**config.mk**
```make
export PLATFORM = sky130hd
export DESIGN_NAME = dbg_inst_encoder
export DESIGN_NICKNAME = d
export VERILOG_FILES = /design/src/rtl/dbg_inst_encoder_pkg.sv /design/src/rtl/dbg_inst_encoder.sv
export SDC_FILE = /design/constraint.sdc
export NUM_CORES = 1
export LEC_CHECK = 0
export ABC_CLOCK_PERIOD_IN_PS = 3600
export BUFFER_PORTS_ARGS = -buffer_cell sky130_fd_sc_hd__clkbuf_2
export CAP_MARGIN = 10
export CORE_ASPECT_RATIO = 1.2
export CORE_MARGIN = 2
export CORE_UTILIZATION = 29
export CTS_BUF_LIST = sky130_fd_sc_hd__clkbuf_8 sky130_fd_sc_hd__clkbuf_16
export DETAILED_ROUTE_END_ITERATION = 8
export PLACE_DENSITY = 0.56
export SLEW_MARGIN = 30
export SYNTH_ARGS = -nofsm -noshare
export SYNTH_HDL_FRONTEND = slang
export SYNTH_SLANG_ARGS = --single-unit
```
**constraint.sdc**
```tcl
create_clock -name clk -period 3.6 [get_ports clk]
set_input_delay 0 -clock clk [delete_from_list [all_inputs] [get_ports clk]]
set_output_delay 0 -clock clk [all_outputs]
set_load 0.03 [all_outputs]
```
**src/rtl/dbg_inst_encoder_pkg.sv**
```systemverilog
// Shared types and MIPS32 encoders for the debug instruction injector.
// The encoders are kept here so decode can reuse them for round-trip checks.
package dbg_inst_encoder_pkg;

  typedef enum logic [1:0] {
    CMD_WR_REG = 2'd0,
    CMD_RD_MEM = 2'd1,
    CMD_WR_MEM = 2'd2,
    CMD_JUMP   = 2'd3
  } dbg_cmd_e;

  typedef struct packed {
    dbg_cmd_e    op;
    logic [4:0]  gpr;
    logic [31:0] addr;
    logic [31:0] data;
  } dbg_cmd_s;

  localparam logic [5:0] OP_SPECIAL = 6'h00;
  localparam logic [5:0] OP_LUI     = 6'h0F;
  localparam logic [5:0] OP_ORI     = 6'h0D;
  localparam logic [5:0] OP_LW      = 6'h23;
  localparam logic [5:0] OP_SW      = 6'h2B;
  localparam logic [5:0] FUNCT_JR   = 6'h08;
  localparam logic [31:0] INST_NOP  = 32'h0000_0000;
  localparam int          SEQ_MAX   = 5;

  function automatic logic [31:0] enc_lui(input logic [4:0] rt, input logic [15:0] imm);
    return {OP_LUI, 5'd0, rt, imm};
  endfunction

  function automatic logic [31:0] enc_ori(input logic [4:0] rs, input logic [4:0] rt,
                                          input logic [15:0] imm);
    return {OP_ORI, rs, rt, imm};
  endfunction

  function automatic logic [31:0] enc_mem(input logic [5:0] opc, input logic [4:0] base,
                                          input logic [4:0] rt);
    return {opc, base, rt, 16'h0000};
  endfunction

  function automatic logic [31:0] enc_jr(input logic [4:0] rs);
    return {OP_SPECIAL, rs, 15'h0000, FUNCT_JR};
  endfunction

endpackage

```
**src/rtl/dbg_inst_encoder.sv**
```systemverilog
// Debug instruction injector: turns a debug command into a short MIPS32 word
// sequence and streams it out over a valid/ready interface.
module dbg_inst_encoder
  import dbg_inst_encoder_pkg::*;
#(
  parameter logic [4:0] SCRATCH_A = 5'd26,
  parameter logic [4:0] SCRATCH_B = 5'd27
) (
  input  logic        clk,
  input  logic        rst_n,
  input  logic        cmd_valid,
  output logic        cmd_ready,
  input  logic [1:0]  cmd_op,
  input  logic [4:0]  cmd_reg,
  input  logic [31:0] cmd_addr,
  input  logic [31:0] cmd_data,
  input  logic        abort,
  output logic        inst_valid,
  input  logic        inst_ready,
  output logic [31:0] inst,
  output logic        busy,
  output logic        done
);

  typedef enum logic {ST_IDLE, ST_EMIT} state_e;

  state_e                    state_q;
  logic [SEQ_MAX-1:0][31:0]  words_q;
  logic [2:0]                len_q;
  logic [2:0]                idx_q;
  logic [31:0]               inst_q;
  logic                      inst_valid_q;

  dbg_cmd_s                  cmd;
  logic [SEQ_MAX-1:0][31:0]  seq_w_d;
  logic [2:0]                seq_n_d;
  logic                      accept;
  logic                      last;
  logic [2:0]                idx_d;

  assign cmd = '{op: dbg_cmd_e'(cmd_op), gpr: cmd_reg, addr: cmd_addr, data: cmd_data};

  // Build the whole sequence from the live command; it is captured on the handshake.
  // A zero upper half drops the LUI and makes the ORI source $0.
  always_comb begin
    seq_w_d = '0;
    seq_n_d = 3'd0;
    if (cmd.op != CMD_WR_REG) begin
      if (cmd.addr[31:16] != 16'h0) begin
        seq_w_d[seq_n_d] = enc_lui(SCRATCH_A, cmd.addr[31:16]);
        seq_n_d          = seq_n_d + 3'd1;
        seq_w_d[seq_n_d] = enc_ori(SCRATCH_A, SCRATCH_A, cmd.addr[15:0]);
      end else begin
        seq_w_d[seq_n_d] = enc_ori(5'd0, SCRATCH_A, cmd.addr[15:0]);
      end
      seq_n_d = seq_n_d + 3'd1;
    end
    case (cmd.op)
      CMD_WR_REG: begin
        if (cmd.data[31:16] != 16'h0) begin
          seq_w_d[seq_n_d] = enc_lui(cmd.gpr, cmd.data[31:16]);
          seq_n_d          = seq_n_d + 3'd1;
          seq_w_d[seq_n_d] = enc_ori(cmd.gpr, cmd.gpr, cmd.data[15:0]);
        end else begin
          seq_w_d[seq_n_d] = enc_ori(5'd0, cmd.gpr, cmd.data[15:0]);
        end
        seq_n_d = seq_n_d + 3'd1;
      end
      CMD_RD_MEM: begin
        seq_w_d[seq_n_d] = enc_mem(OP_LW, SCRATCH_A, cmd.gpr);
        seq_n_d          = seq_n_d + 3'd1;
      end
      CMD_WR_MEM: begin
        if (cmd.data[31:16] != 16'h0) begin
          seq_w_d[seq_n_d] = enc_lui(SCRATCH_B, cmd.data[31:16]);
          seq_n_d          = seq_n_d + 3'd1;
          seq_w_d[seq_n_d] = enc_ori(SCRATCH_B, SCRATCH_B, cmd.data[15:0]);
        end else begin
          seq_w_d[seq_n_d] = enc_ori(5'd0, SCRATCH_B, cmd.data[15:0]);
        end
        seq_n_d          = seq_n_d + 3'd1;
        seq_w_d[seq_n_d] = enc_mem(OP_SW, SCRATCH_A, SCRATCH_B);
        seq_n_d          = seq_n_d + 3'd1;
      end
      default: begin
        seq_w_d[seq_n_d] = enc_jr(SCRATCH_A);
        seq_n_d          = seq_n_d + 3'd1;
        seq_w_d[seq_n_d] = INST_NOP;
        seq_n_d          = seq_n_d + 3'd1;
      end
    endcase
  end

  assign accept = inst_valid_q & inst_ready;
  assign last   = (idx_q == (len_q - 3'd1));
  assign idx_d  = idx_q + 3'd1;

  always_ff @(posedge clk or negedge rst_n) begin
    if (!rst_n) begin
      state_q      <= ST_IDLE;
      words_q      <= '0;
      len_q        <= 3'd0;
      idx_q        <= 3'd0;
      inst_q       <= 32'h0;
      inst_valid_q <= 1'b0;
    end else begin
      case (state_q)
        ST_IDLE: begin
          if (cmd_valid && !abort) begin
            words_q      <= seq_w_d;
            len_q        <= seq_n_d;
            idx_q        <= 3'd0;
            inst_q       <= seq_w_d[0];
            inst_valid_q <= 1'b1;
            state_q      <= ST_EMIT;
          end
        end
        default: begin
          if (abort || (accept && last)) begin
            state_q      <= ST_IDLE;
            idx_q        <= 3'd0;
            inst_q       <= 32'h0;
            inst_valid_q <= 1'b0;
          end else if (accept) begin
            idx_q  <= idx_d;
            inst_q <= words_q[idx_d];
          end
        end
      endcase
    end
  end

  // abort wins over a same-cycle command handshake
  assign cmd_ready  = (state_q == ST_IDLE) && !abort;
  assign busy       = (state_q == ST_EMIT);
  assign done       = (state_q == ST_EMIT) && accept && last && !abort;
  assign inst       = inst_q;
  assign inst_valid = inst_valid_q;

endmodule

```
==> results.md <==
* Result of the run: completed
* Worst Setup Start Kind: input pin
* CP max-delay cell: sky130_fd_sc_hd__or4_1
* Clock latency on the worst-skew pair at about 450 ps
* Maximum buffer depth of the clock tree at 2
* # Max-Cap Violations at 0
* Final setup violation count at 0
* Die extent in y at 212 microns
* Pin count of the biggest net entering global routing at ~130
* Iteration-0 DRC Markers at 980
* Total power divided by cell area at between 400 and 500 mW/mm^2
* Share of flip-flops with an asynchronous set or reset after synthesis at 100%
* Worst Path Arrival at roughly 3900 ps
* Top achievable clock speed at about 280 MHz
* Fraction of layout instances using a drive strength above 1 at between 20% and 30%
* Setup Skew at about 15 ps
* Core Util, Final at between 30% and 40%
* Global-route wire length before repair at roughly 60 mm
* Ant diodes at 0
* Basic-gate share of the synthesized area counting and, or, nand and nor cells at around 15%
* Multiplexer area fraction after synthesis at approximately 7.1%
* Routed len/inst at around 23 microns
* Area taken by multi-input logic gates at around 0.0055 sq mm
* Aggregate negative setup slack at 0 ps
* Total Power at between 6000 and 7000 uW
* Switching pwr at about 2300 uW
* Count of H-tree levels built during CTS at 4
* Total die area at between 0.03 and 0.04 sq mm
* Post-synth EDFFs at 0
* Combinational cell fraction of total power at 28.6%
* Count of different cell masters after synthesis at 71
* Synthesized-area fraction occupied by ao, oa, aoi and oai cells at 27.4%
* Unrepaired setup endpoints after global routing: no
* Overall fraction of global-route tracks in use at 21.5%
* Synth area leader: sky130_fd_sc_hd__dfrtp_1
* Largest family of logic cells by synthesized area: compound AO/OA/AOI/OAI gates
* Clock tree from TritonCTS: built
* Hpwl dp at 27.7 mm
* Final worst path period need at ~3600 ps
* XOR/XNOR share of the synthesized area at 0.887%
* Area occupied by registers at 0.00463 sq mm
* Peak fanout along the critical path at 7
* Core footprint at 0.0357 sq mm
* Cell-internal power at between 4000 and 5000 uW
* Floorplan die width at approximately 180 microns
* Post-synthesis instance total at roughly 1,100
* Reported leakage power at just under 0.006 uW
* Post-Synthesis Mean Instance Area at 9.45 sq um
* Yosys warnings at 0
* Most common cell in the netlist: sky130_fd_sc_hd__dfrtp_1
* Number of CTS-inserted buffers at 17
* Congestion Overflow GR at 0
* Final weighted congestion of routability-driven global placement at approximately 0.9
* Design Area, Final at about 0.013 sq mm
* Cells along the critical path: dlygate4sd3_1 -> clkbuf_2 -> or4_1 -> nor4_4 -> buf_4 -> buf_4 -> a21oi_1 -> ha_1 -> or3_1 -> a311oi_4 -> a211oi_4 -> a22oi_1 -> a21oi_1
* Classification of the worst setup path: in -> reg
* Critical Path Sink Type: register
* Most area-consuming cells after synthesis: sky130_fd_sc_hd__dfrtp_1 44%, sky130_fd_sc_hd__mux4_2 6.3%, sky130_fd_sc_hd__a21oi_1 4.5%, sky130_fd_sc_hd__nand2_1 4.4%, sky130_fd_sc_hd__a22oi_1 3.9%
* Number of max-slew violations in the final report at 0
* Req. time, crit path at between 3000 and 4000 ps
* Final-report hold violation count at 0
* Worst setup slack after layout at about 15 ps
* Buffers on Ports at 110
* Clock group share of total power at roughly 30%
* Peak supply drop at between 300 and 400 uV
* Clock tree sinks at approximately 190
* Leading post-synthesis cells by instance count: 185 x sky130_fd_sc_hd__dfrtp_1, 123 x sky130_fd_sc_hd__nand2_1, 105 x sky130_fd_sc_hd__nor2_1
* Slew at the pin with the worst max-slew slack at ~1100 ps
* Detail-routed via count per cell at 5.75
* Placement-stage cell area at approximately 0.012 sq mm
* CP peak stage delay at 610 ps
* Via count at 9,996
* Total of flip-flops plus latches after synthesis at 185
* Cell area after technology mapping at around 0.010 sq mm
* Clk Tree Root Cell: sky130_fd_sc_hd__clkbuf_16
* Initial antenna violation count at 0
* Fraction of power spent switching nets at a little over a third
* Adder-Cell Fraction of Synth Area at 1.20%
* Nets in the synthesized netlist at approximately 1,200
* Number of global-route vias before repair at slightly above 10,000
* Worst rel slew slack at approximately a quarter
* Sequential element share of the synthesized area at 44.4%
* Post-route clock period utilization at between 90 and 100%
* Number of top-level design ports at roughly 110
* Yosys top cell area share at between 40% and 50%
* Area growth from synthesis to layout at 24.3%
* DRC violations left at 0
* Placement Rows at 76
* Post-CTS clock slew at the launch and capture registers of the worst setup and hold paths at about 80 ps
* Sequential group share of total power at between 40% and 50%
* Initial Util at a little under 30%
* Tightest Hold Check Type: in -> reg
* First drt pass iteration count at 5
* Final WL at around 40 mm
* Net total in the final layout at around 1,300
* Number of fill cells at 3,632
* Antenna Nets Post-Route at 0
* Dominant synthesized flop cell: sky130_fd_sc_hd__dfrtp_1
* Place WS at between 150 and 200 ps
-- what timing repair did --
action,CTS,global route
setup buffers,0,1
endpoints found under the hold margin,150,0
hold buffers,56,0
endpoints found under the setup margin,0,29
gates resized for setup,0,5
-- cell type report --
cell class	count	area share (%)
multi-input combinational	806	42.1
clock buffer	19	3.49
tap	468	4.51
inverter	20	0.579
clock inverter	11	1.04
timing repair buffer	228	12.6
sequential	185	35.7
-- critical path, delay by kind of cell --
kind / cells / cell delay, ps
AOI/OAI and AO/OA: 5 / 1150
adders and majority gates: 1 / 360
buffers and inverters: 4 / 990
and+or+nand+nor: 3 / 1380
-- path summary, 6_finish.rpt --
check | slack, ps | from | depth (start not counted) | to
worst min-delay path | 2 | cmd_data[21] | 3 | words_q[69]$_DFFE_PN0P_
min in group asynchronous | 150 | rst_n | 2 | words_q[72]$_DFFE_PN0P_
worst max-delay path | 20 | cmd_data[20] | 13 | words_q[2]$_DFFE_PN0P_
worst min register to register | 470 | words_q[112]$_DFFE_PN0P_ | 1 | words_q[112]$_DFFE_PN0P_
worst max register to register | 990 | busy$_DFF_PN0_ | 7 | words_q[91]$_DFFE_PN0P_
max in group asynchronous | 2470 | rst_n | 3 | words_q[49]$_DFFE_PN0P_
-- sequential cells by signal, summed over array words and instances (netlist names) --
| name | count |
|---|---|
| busy | 1 |
| idx_q | 3 |
| inst | 31 |
| inst_valid | 1 |
| len_q | 3 |
| words_q | 146 |
-- per-stage QoR --
stage / hold WS (ps) / cells
after CTS: 2.13 / 1735
final: 2.39 / 1737
after detailed placement: 124 / 1649
after global placement: 120 / 1649
after floorplan: -296 / 1104
after global routing: 50.9 / 1737
-- power by group through the flow --
stage | clock (uW) | combinational, uW | sequential (uW)
detailed placement | 0 | 1800 | 2720
global route | 2050 | 2010 | 2720
finish | 1950 | 1850 | 2680
CTS | 1970 | 1850 | 2690
global placement | 0 | 1770 | 2720
floorplan | 0 | 999 | 2800
-- cell families (layout without fill, tap and decap cells) --
family          count (synthesis)  count (layout)
buf+inv                       114             278
simple gates                  338             338
xor+xnor                        9               9
mux                            38              38
compound gates                409             410
flops                         185             185
fa+ha+maj                      10              10
other cells                     1               1
-- placed cells by master, fill, tap and decap left out, types with 7 or more instances in the layout --
master	count
sky130_fd_sc_hd__a31oi_1	16
sky130_fd_sc_hd__a221oi_1	11
sky130_fd_sc_hd__inv_1	20
sky130_fd_sc_hd__a22oi_1	53
sky130_fd_sc_hd__mux2i_1	8
sky130_fd_sc_hd__dlygate4sd3_1	56
sky130_fd_sc_hd__o21ai_0	74
sky130_fd_sc_hd__a21o_1	28
sky130_fd_sc_hd__mux4_2	29
sky130_fd_sc_hd__dfrtp_1	184
sky130_fd_sc_hd__o22ai_1	15
sky130_fd_sc_hd__a21oi_1	94
sky130_fd_sc_hd__nor2_1	103
sky130_fd_sc_hd__a22o_1	26
sky130_fd_sc_hd__buf_4	58
sky130_fd_sc_hd__nor3_1	29
sky130_fd_sc_hd__o21bai_1	9
sky130_fd_sc_hd__o211ai_2	8
sky130_fd_sc_hd__a211oi_1	7
sky130_fd_sc_hd__clkbuf_16	17
sky130_fd_sc_hd__clkbuf_2	109
sky130_fd_sc_hd__a221oi_2	8
sky130_fd_sc_hd__ha_1	9
sky130_fd_sc_hd__nand2_1	123
sky130_fd_sc_hd__nand3_1	10
sky130_fd_sc_hd__and2_1	29
-- routing by layer --
metal	global-route usage, %	share of wire, %
met1	27.1	40
met2	36.4	49
met3	3.74	6.9
met4	8.66	3.6
met5	0	0
(Power assumes the default switching activity.)
